## src/rtl/p405s_dcu_plb_wr_ctl.sv

```systemverilog
// PLB write-data controller for the DCU: sequences store/line-buffer data into the PLB write data register.
// Optional low-to-high word mirroring for single FDR transfers is enabled by defining P405S_DCU_PLB_WR_MIRROR_EN.
//
// state  | meaning
// IDLE   | waiting for an accepted write request
// LOAD   | loading byte lanes of the write data register
// MIRROR | copying the low word into the high half (single FDR low-word transfer)
// XFER   | waiting for the PLB write data acknowledge
// DONE   | one-cycle completion
`timescale 1ns/1ps

module p405s_dcu_plb_wr_ctl (
  input  logic       CB,
  input  logic       resetN,
  input  logic       sampleCycle,
  input  logic       wrReq,
  input  logic       wrSrcSDP,
  input  logic       wrLine,
  input  logic       wrWordLo,
  input  logic [7:0] wrBE,
  input  logic       PLB_dcuWrDAck,
  input  logic       wrAbort,
  output logic       wrAck,
  output logic [3:0] PLBDR_E2,
  output logic [3:0] PLBDR_hiMuxSel,
  output logic       SDP_FDR_muxSel,
  output logic       sampleCycleL2,
  output logic [1:0] fdrRdIdx,
  output logic       DCU_plbWrBusy,
  output logic       wrDone
);

`ifdef P405S_DCU_PLB_WR_MIRROR_EN
  localparam bit MIRROR_EN = 1'b1;
`else
  localparam bit MIRROR_EN = 1'b0;
`endif

  typedef enum logic [2:0] {
    S_IDLE   = 3'd0,
    S_LOAD   = 3'd1,
    S_MIRROR = 3'd2,
    S_XFER   = 3'd3,
    S_DONE   = 3'd4
  } state_t;

  state_t     state_q, state_d;
  logic       sample_l2_q;
  logic       src_q, src_d;
  logic       line_q, line_d;
  logic       wordlo_q, wordlo_d;
  logic [7:0] be_q, be_d;
  logic [1:0] beat_q, beat_d;
  logic [1:0] idx_q, idx_d;

  logic       accept;
  logic       mirror_need;
  logic [3:0] lane_en;
  logic [3:0] e2;

  always_ff @(posedge CB or negedge resetN) begin
    if (!resetN) begin
      state_q     <= S_IDLE;
      sample_l2_q <= 1'b0;
      src_q       <= 1'b0;
      line_q      <= 1'b0;
      wordlo_q    <= 1'b0;
      be_q        <= 8'h00;
      beat_q      <= 2'd0;
      idx_q       <= 2'd0;
    end else begin
      state_q     <= state_d;
      sample_l2_q <= sampleCycle;
      src_q       <= src_d;
      line_q      <= line_d;
      wordlo_q    <= wordlo_d;
      be_q        <= be_d;
      beat_q      <= beat_d;
      idx_q       <= idx_d;
    end
  end

  // A single transfer only loads the lanes touched by either word of the doubleword.
  assign lane_en     = line_q ? 4'b1111 : (be_q[3:0] | be_q[7:4]);
  assign mirror_need = MIRROR_EN && !line_q && !src_q && wordlo_q;

  always_comb begin
    state_d  = state_q;
    src_d    = src_q;
    line_d   = line_q;
    wordlo_d = wordlo_q;
    be_d     = be_q;
    beat_d   = beat_q;
    idx_d    = idx_q;
    accept   = 1'b0;
    e2       = 4'b0000;

    case (state_q)
      S_IDLE: begin
        if (wrReq && sample_l2_q) begin
          accept   = 1'b1;
          src_d    = wrSrcSDP;
          line_d   = wrLine;
          wordlo_d = wrWordLo;
          be_d     = wrBE;
          beat_d   = 2'd0;
          idx_d    = 2'd0;
          state_d  = S_LOAD;
        end
      end
      S_LOAD: begin
        e2 = lane_en;
        if (sample_l2_q) begin
          state_d = mirror_need ? S_MIRROR : S_XFER;
        end
      end
      S_MIRROR: begin
        e2 = lane_en;
        if (sample_l2_q) begin
          state_d = S_XFER;
        end
      end
      S_XFER: begin
        if (PLB_dcuWrDAck) begin
          if (line_q && (beat_q < 2'd3)) begin
            beat_d  = beat_q + 2'd1;
            idx_d   = idx_q + 2'd1;
            state_d = S_LOAD;
          end else begin
            state_d = S_DONE;
          end
        end
      end
      S_DONE: begin
        state_d = S_IDLE;
      end
      default: begin
        state_d = S_IDLE;
      end
    endcase

    // Abort wins over everything, including a coincident acknowledge.
    if (wrAbort && (state_q != S_IDLE)) begin
      state_d = S_IDLE;
      beat_d  = beat_q;
      idx_d   = idx_q;
    end
  end

  assign wrAck          = accept;
  assign PLBDR_E2       = e2;
  assign SDP_FDR_muxSel = (state_q != S_IDLE) && src_q;
  assign sampleCycleL2  = sample_l2_q;
  assign fdrRdIdx       = idx_q;
  assign DCU_plbWrBusy  = (state_q != S_IDLE);
  assign wrDone         = (state_q == S_DONE);

`ifdef P405S_DCU_PLB_WR_MIRROR_EN
  assign PLBDR_hiMuxSel = (state_q == S_MIRROR) ? 4'b1111 : 4'b0000;
`else
  assign PLBDR_hiMuxSel = 4'b0000;
`endif

endmodule
```

## config.mk

```make
export PLATFORM = sky130hd
export DESIGN_NAME = p405s_dcu_plb_wr_ctl
export DESIGN_NICKNAME = d
export VERILOG_FILES = /design/src/rtl/p405s_dcu_plb_wr_ctl.sv
export SDC_FILE = /design/constraint.sdc
export NUM_CORES = 1
export LEC_CHECK = 0
export BUFFER_PORTS_ARGS = -buffer_cell sky130_fd_sc_hd__buf_4
export CORE_UTILIZATION = 49
export DETAILED_ROUTE_END_ITERATION = 8
export GPL_TIMING_DRIVEN = 0
export PLACE_DENSITY = 0.87
export SETUP_SLACK_MARGIN = 0.15
export SKIP_LAST_GASP = 1
export SLEW_MARGIN = 10
export SYNTH_ARGS = -nofsm -noshare
export SYNTH_HDL_FRONTEND = slang
export SYNTH_SLANG_ARGS = --single-unit
```

## constraint.sdc

```tcl
create_clock -name CB -period 2.15 [get_ports CB]
set_input_delay 0.3225 -clock CB [delete_from_list [all_inputs] [get_ports CB]]
set_output_delay 0.3225 -clock CB [all_outputs]
set_load 0.03 [all_outputs]
```

==> results.yml, run 1 <==
grt:
  grt_max_degree: 19
  antenna_found_initial: 0
  grt-ovfl-total: 0
  grt_pass1_wl_um: 2980
  grt_usage: 0.192
  grt_pass1_vias: 716
route:
  wl_per_cell_um: 13.2
  drtPass1Iterations: 4
  drtAntennaViolNets: 0
  drc_errors: 0
  vias_per_cell: 5.03
  vias: 760
  dr.first_iter.drc_count: 16
  wl_um: 2000
final_layout:
  final_layout_size_suffix_gt1_frac: 0.492
  instances_no_fill: 151
  area_delta_synth_final_pct: 32.1
  diodes: 0
  layout_commonest_cell: "buf_4"
  final_cell_mix: "33 x buf_4, 18 x dfrtp_1, 9 x mux2_4, 6 x nand2_1"
  final_nets: 143
synthesis:
  syn_avg_cell_area_sq_um: 11.7
  ys_ff_latch: 18
  netlist_area_sq_um: 1010
  synth_cells: 86
  yosysUniqueCellTypes: 35
  yosys_most_used_dff: "dfrtp_1"
  synth_xor_area_frac: 0.00870
  synth.area.mux_share: 0.188
  synth_top_family_by_area: "multiplexers"
  yosysSeqAreaShare: 0.447
  synth-simple-area-share: 0.148
  synth_compound_area_frac: 0.101
  synth_edf_count: 0
  ys_warn_count: 0
  synthAdderAreaFrac: 0.0124
  ys_async_sr_fraction: 1.00
sta:
  finalSetupViolCount: 0
  rsz0062_at_grt: "no"
  finalSetupTns_ns: 0
  fmax_mhz: 518
  slew_viol_final: 0
  worst_slack_ns: 0.219
  hold_viol: 0
  fin_skew_ns: 0.0109
  period_needed_ns: 1.93
  period_share: 0.898
clocking:
  cts_buffer_depth: 2
  cts_tree: "yes"
  numCtsBuffers: 3
  cts.sinks: 18
  root_buffer: "clkbuf_4"
  htree_levels: 1
  clk_pin_slew_ns: 0.10
  insertion_delay_ns: 0.30
critical_path:
  worst_setup_path_start_kind: "flop"
  crit_type: "reg -> out"
  cp_max_fo: 9
  crit_required_ns: 1.83
  end_kind: "output port"
  rrSetupSlack_ns: 0.35
  cp.arrival_ns: 1.61
die:
  initial_core_util: 0.519
  die_w_um: 47.3
  rows: 16
  dieArea_sq_um: 2240
  chipHeight_um: 47.3
  core_area_sq_um: 1940
  io_pins: 32
placed_design:
  place_hpwl_um: 1440
  place_congestion: 0.714
  pre_cts_ws_ns: 0.446
  portBuffers: 26
  placedCellCount: 142
pwr:
  p_per_area_nw_per_um2: 1300
  leakagePower_nw: 0.660
  vdd_drop_max_v: 0.000810
status:
  outcome: "complete, no violations"
job:
  drv_cap: 0
hold_path:
  hp-class: "in -> reg"
routing by layer:
metal  GRT usage  vias to the layer above  share of wire  routed length (um)
li1            -                      369              -                   -
met1       0.243                      372           0.42                 845
met2       0.323                       15           0.54                1080
met3      0.0269                        4          0.027                  53
met4      0.0857                        0         0.0085                  17
met5           0                        -              0                   0
stage by stage:
stage	power [W]	cell area (sq um)	hold WS, ns	util
3_3_place_gp	0.00146	1250	0.202	0.642
2_1_floorplan	0.00123	1020	0.0269	-
5_1_grt	0.00183	1330	0.114	0.685
4_1_cts	0.00172	1310	0.122	0.672
6_report	0.00173	1330	0.129	0.685
3_5_place_dp	0.00150	1250	0.207	0.642
cell usage after synthesis, types with 2 or more instances:
master	instances	area, sq um
dfrtp_1	18	450
mux2_4	9	135
nand2_1	6	22.5
buf_4	4	30.0
inv_1	4	15.0
nor2_1	4	15.0
nor3_1	4	20.0
o31a_1	4	35.0
mux2_2	3	33.8
a21oi_1	2	10.0
buf_6	2	22.5
mux2i_1	2	20.0
nand3_1	2	10.0
what timing repair did:
action | in CTS | in global routing
buffers inserted | 1 | 3
hold buffers | 1 | 0
resized for setup | 1 | 1
endpoints found under the hold margin | 18 | 0
setup endpoints to repair | 1 | 5
pin swaps | 1 | 1
cells by family after synthesis:
kind of cell,Yosys count
buf+inv,12
mux,14
other cells,1
flops,18
xor+xnor,1
simple gates,26
compound gates,13
fa+ha+maj,1
sequential cells by signal (all words and copies together), names as in the netlist:
register and flops:
be_q 8, sampleCycleL2 1, line_q 1, state_q 3, src_q 1, beat_q 2, fdrRdIdx 2
path summary, 6_finish.rpt:
path                                  start             to  cells after the start
worst max-delay path             state_q[0]          wrAck                      5
worst min-delay path            sampleCycle  sampleCycleL2                      1
worst max register to register   state_q[0]          src_q                      6
worst min register to register        src_q          src_q                      1
max in group asynchronous            resetN    fdrRdIdx[0]                      2
min in group asynchronous            resetN        be_q[4]                      2
layout make-up:
type | count | area [sq um]
Inverter | 4 | 15.0
Multi-Input combinational cell | 59 | 478
Tap cell | 27 | 33.8
Timing Repair Buffer | 31 | 239
Buffer | 8 | 77.6
Sequential cell | 18 | 450
Fill cell | 163 | 612
Clock buffer | 4 | 36.3
worst max-delay path, stage by stage (launching register included):
cell and delay [ns]:
dfrtp_1 0.39, buf_6 0.14, or3_4 0.41, nor2_4 0.15, buf_12 0.11, buf_6 0.12
power by group:
group | switching, W | internal [W]
sequential | 0.0000936 | 0.000462
combinational | 0.000478 | 0.000479
clock | 0.000113 | 0.000103
No activity file was read; power rests on OpenSTA's default activity.
==> run 2: changes to the inputs <==
--- a/config.mk
+++ b/config.mk
@@ -12,7 +12,7 @@
 export PLACE_DENSITY = 0.87
 export SETUP_SLACK_MARGIN = 0.15
 export SKIP_LAST_GASP = 1
-export SLEW_MARGIN = 10
+export SLEW_MARGIN = 20
 export SYNTH_ARGS = -nofsm -noshare
 export SYNTH_HDL_FRONTEND = slang
 export SYNTH_SLANG_ARGS = --single-unit
==> constraint.sdc (replaced) <==
create_clock -name CB -period 2.2 [get_ports CB]
set_input_delay 0.33 -clock CB [delete_from_list [all_inputs] [get_ports CB]]
set_output_delay 0.33 -clock CB [all_outputs]
set_load 0.03 [all_outputs]
==> run 2 against run 1 <==
Against the previous run: sequential cell count stayed put; cell area down 0.75%; combinational power shrank 3.1%; wire length is 0.40% lower; worst setup slack improved by 0.021 ns; utilization shrank 0.52 points; via count down 0.39%; non-clock buffer count down 1.
==> results.yml, run 2 (synthesized netlist as in run 1, its figures left out) <==
critical_path:
  crit_required_ns: 1.87
  worst_setup_path_start_kind: "flop"
  slowest_delay_ns: 0.43
  crit_chain: "buf_6 > xnor2_1 > nor2_1 > o31a_1 > buf_4"
  end_kind: "output port"
  cp.arrival_ns: 1.63
  cp_max_fo: 10
  rrSetupSlack_ns: 0.39
  crit_type: "reg -> out"
  critPathSlowestCell: "dfrtp_1"
clocking:
  root_buffer: "clkbuf_4"
  htree_levels: 1
  cts_buffer_depth: 2
  numCtsBuffers: 3
  clk_pin_slew_ns: 0.10
  insertion_delay_ns: 0.30
  cts_tree: "yes"
  cts.sinks: 18
final_layout:
  top_regs: "be_q x8, state_q x3"
  final_layout_size_suffix_gt1_frac: 0.480
  instances_no_fill: 150
  largest_register_ff_count: 8
  layout_commonest_cell: "buf_4"
  top_register: "be_q"
  diodes: 0
  final_cell_mix: "32 x buf_4, 18 x dfrtp_1, 9 x mux2_4, 6 x nand2_1"
  final_nets: 142
  area_delta_synth_final_pct: 31.1
die:
  chipHeight_um: 47.3
  dieArea_sq_um: 2240
  core_area_sq_um: 1940
  die_w_um: 47.3
  rows: 16
  io_pins: 32
  initial_core_util: 0.519
placed_design:
  place_congestion: 0.714
  portBuffers: 26
  place_hpwl_um: 1440
  placedCellCount: 142
route:
  vias_per_cell: 5.05
  dr.first_iter.drc_count: 15
  drtAntennaViolNets: 0
  drtPass1Iterations: 4
  wl_per_cell_um: 13.3
  vias: 757
  drc_errors: 0
  wl_um: 1990
grt:
  grt_pass1_vias: 716
  grt_pass1_wl_um: 2980
  antenna_found_initial: 0
  grt_max_degree: 19
  grt-ovfl-total: 0
  grt_usage: 0.192
pwr:
  vdd_drop_max_v: 0.000792
  leakagePower_nw: 0.654
  p_per_area_nw_per_um2: 1270
sta:
  hold_viol: 0
  slew_viol_final: 0
  finalSetupTns_ns: 0
  rsz0062_at_grt: "no"
  fmax_mhz: 510
  finalSetupViolCount: 0
  period_share: 0.891
  period_needed_ns: 1.96
  fin_skew_ns: 0.0125
job:
  drv_cap: 0
status:
  outcome: "complete, no violations"
hold_path:
  hp-class: "in -> reg"
-- run 2: layout make-up --
| cell class | count | area (sq um) |
|---|---|---|
| Clock buffer | 4 | 36.3 |
| Timing Repair Buffer | 30 | 231 |
| Fill cell | 163 | 622 |
| Tap cell | 27 | 33.8 |
| Buffer | 8 | 77.6 |
| Sequential cell | 18 | 450 |
| Inverter | 4 | 15.0 |
| Multi-Input combinational cell | 59 | 475 |
-- run 2: worst paths after layout --
path / startpoint / end / cells after the start
min: sampleCycle / sampleCycleL2 / 1
min in group asynchronous: resetN / be_q[4] / 2
max reg2reg: state_q[0] / src_q / 6
max: state_q[1] / PLBDR_E2[1] / 5
min reg2reg: src_q / src_q / 1
max in group asynchronous: resetN / fdrRdIdx[0] / 2
-- run 2: layer usage --
metal	routed length, um	global-route usage
met3	58	0.0269
met1	838	0.243
met4	13	0.0857
met2	1080	0.323
met5	0	0
-- run 2: stage by stage --
step	hold slack [ns]	util	setup WS, ns	area, sq um	total power (W)
after floorplan	0.0344	-	0.519	1020	0.00120
after global placement	0.209	0.642	0.506	1250	0.00143
after detailed placement	0.214	0.642	0.489	1250	0.00147
after CTS	0.130	0.666	0.173	1290	0.00168
after global routing	0.121	0.680	0.154	1320	0.00178
final	0.138	0.680	0.240	1320	0.00168
-- run 2: power by group --
group          internal (W)  switching, W  total, W
clock              0.000101      0.000110  0.000211
sequential         0.000451     0.0000919  0.000543
combinational      0.000463      0.000465  0.000927
-- run 2: worst max-delay path, delay by kind of cell, from the launching register on --
kind | cells | cell delay [ns]
flops | 1 | 0.43
xor+xnor | 1 | 0.12
buf+inv | 2 | 0.32
compound gates | 1 | 0.20
simple gates | 1 | 0.27
-- run 2: what timing repair did --
item                       in CTS  in global routing
hold endpoints to repair       18                  0
pin swaps                       1                  1
hold buffers                    1                  0
gates resized for setup         0                  1
buffers inserted                0                  3
setup endpoints to repair       1                  1
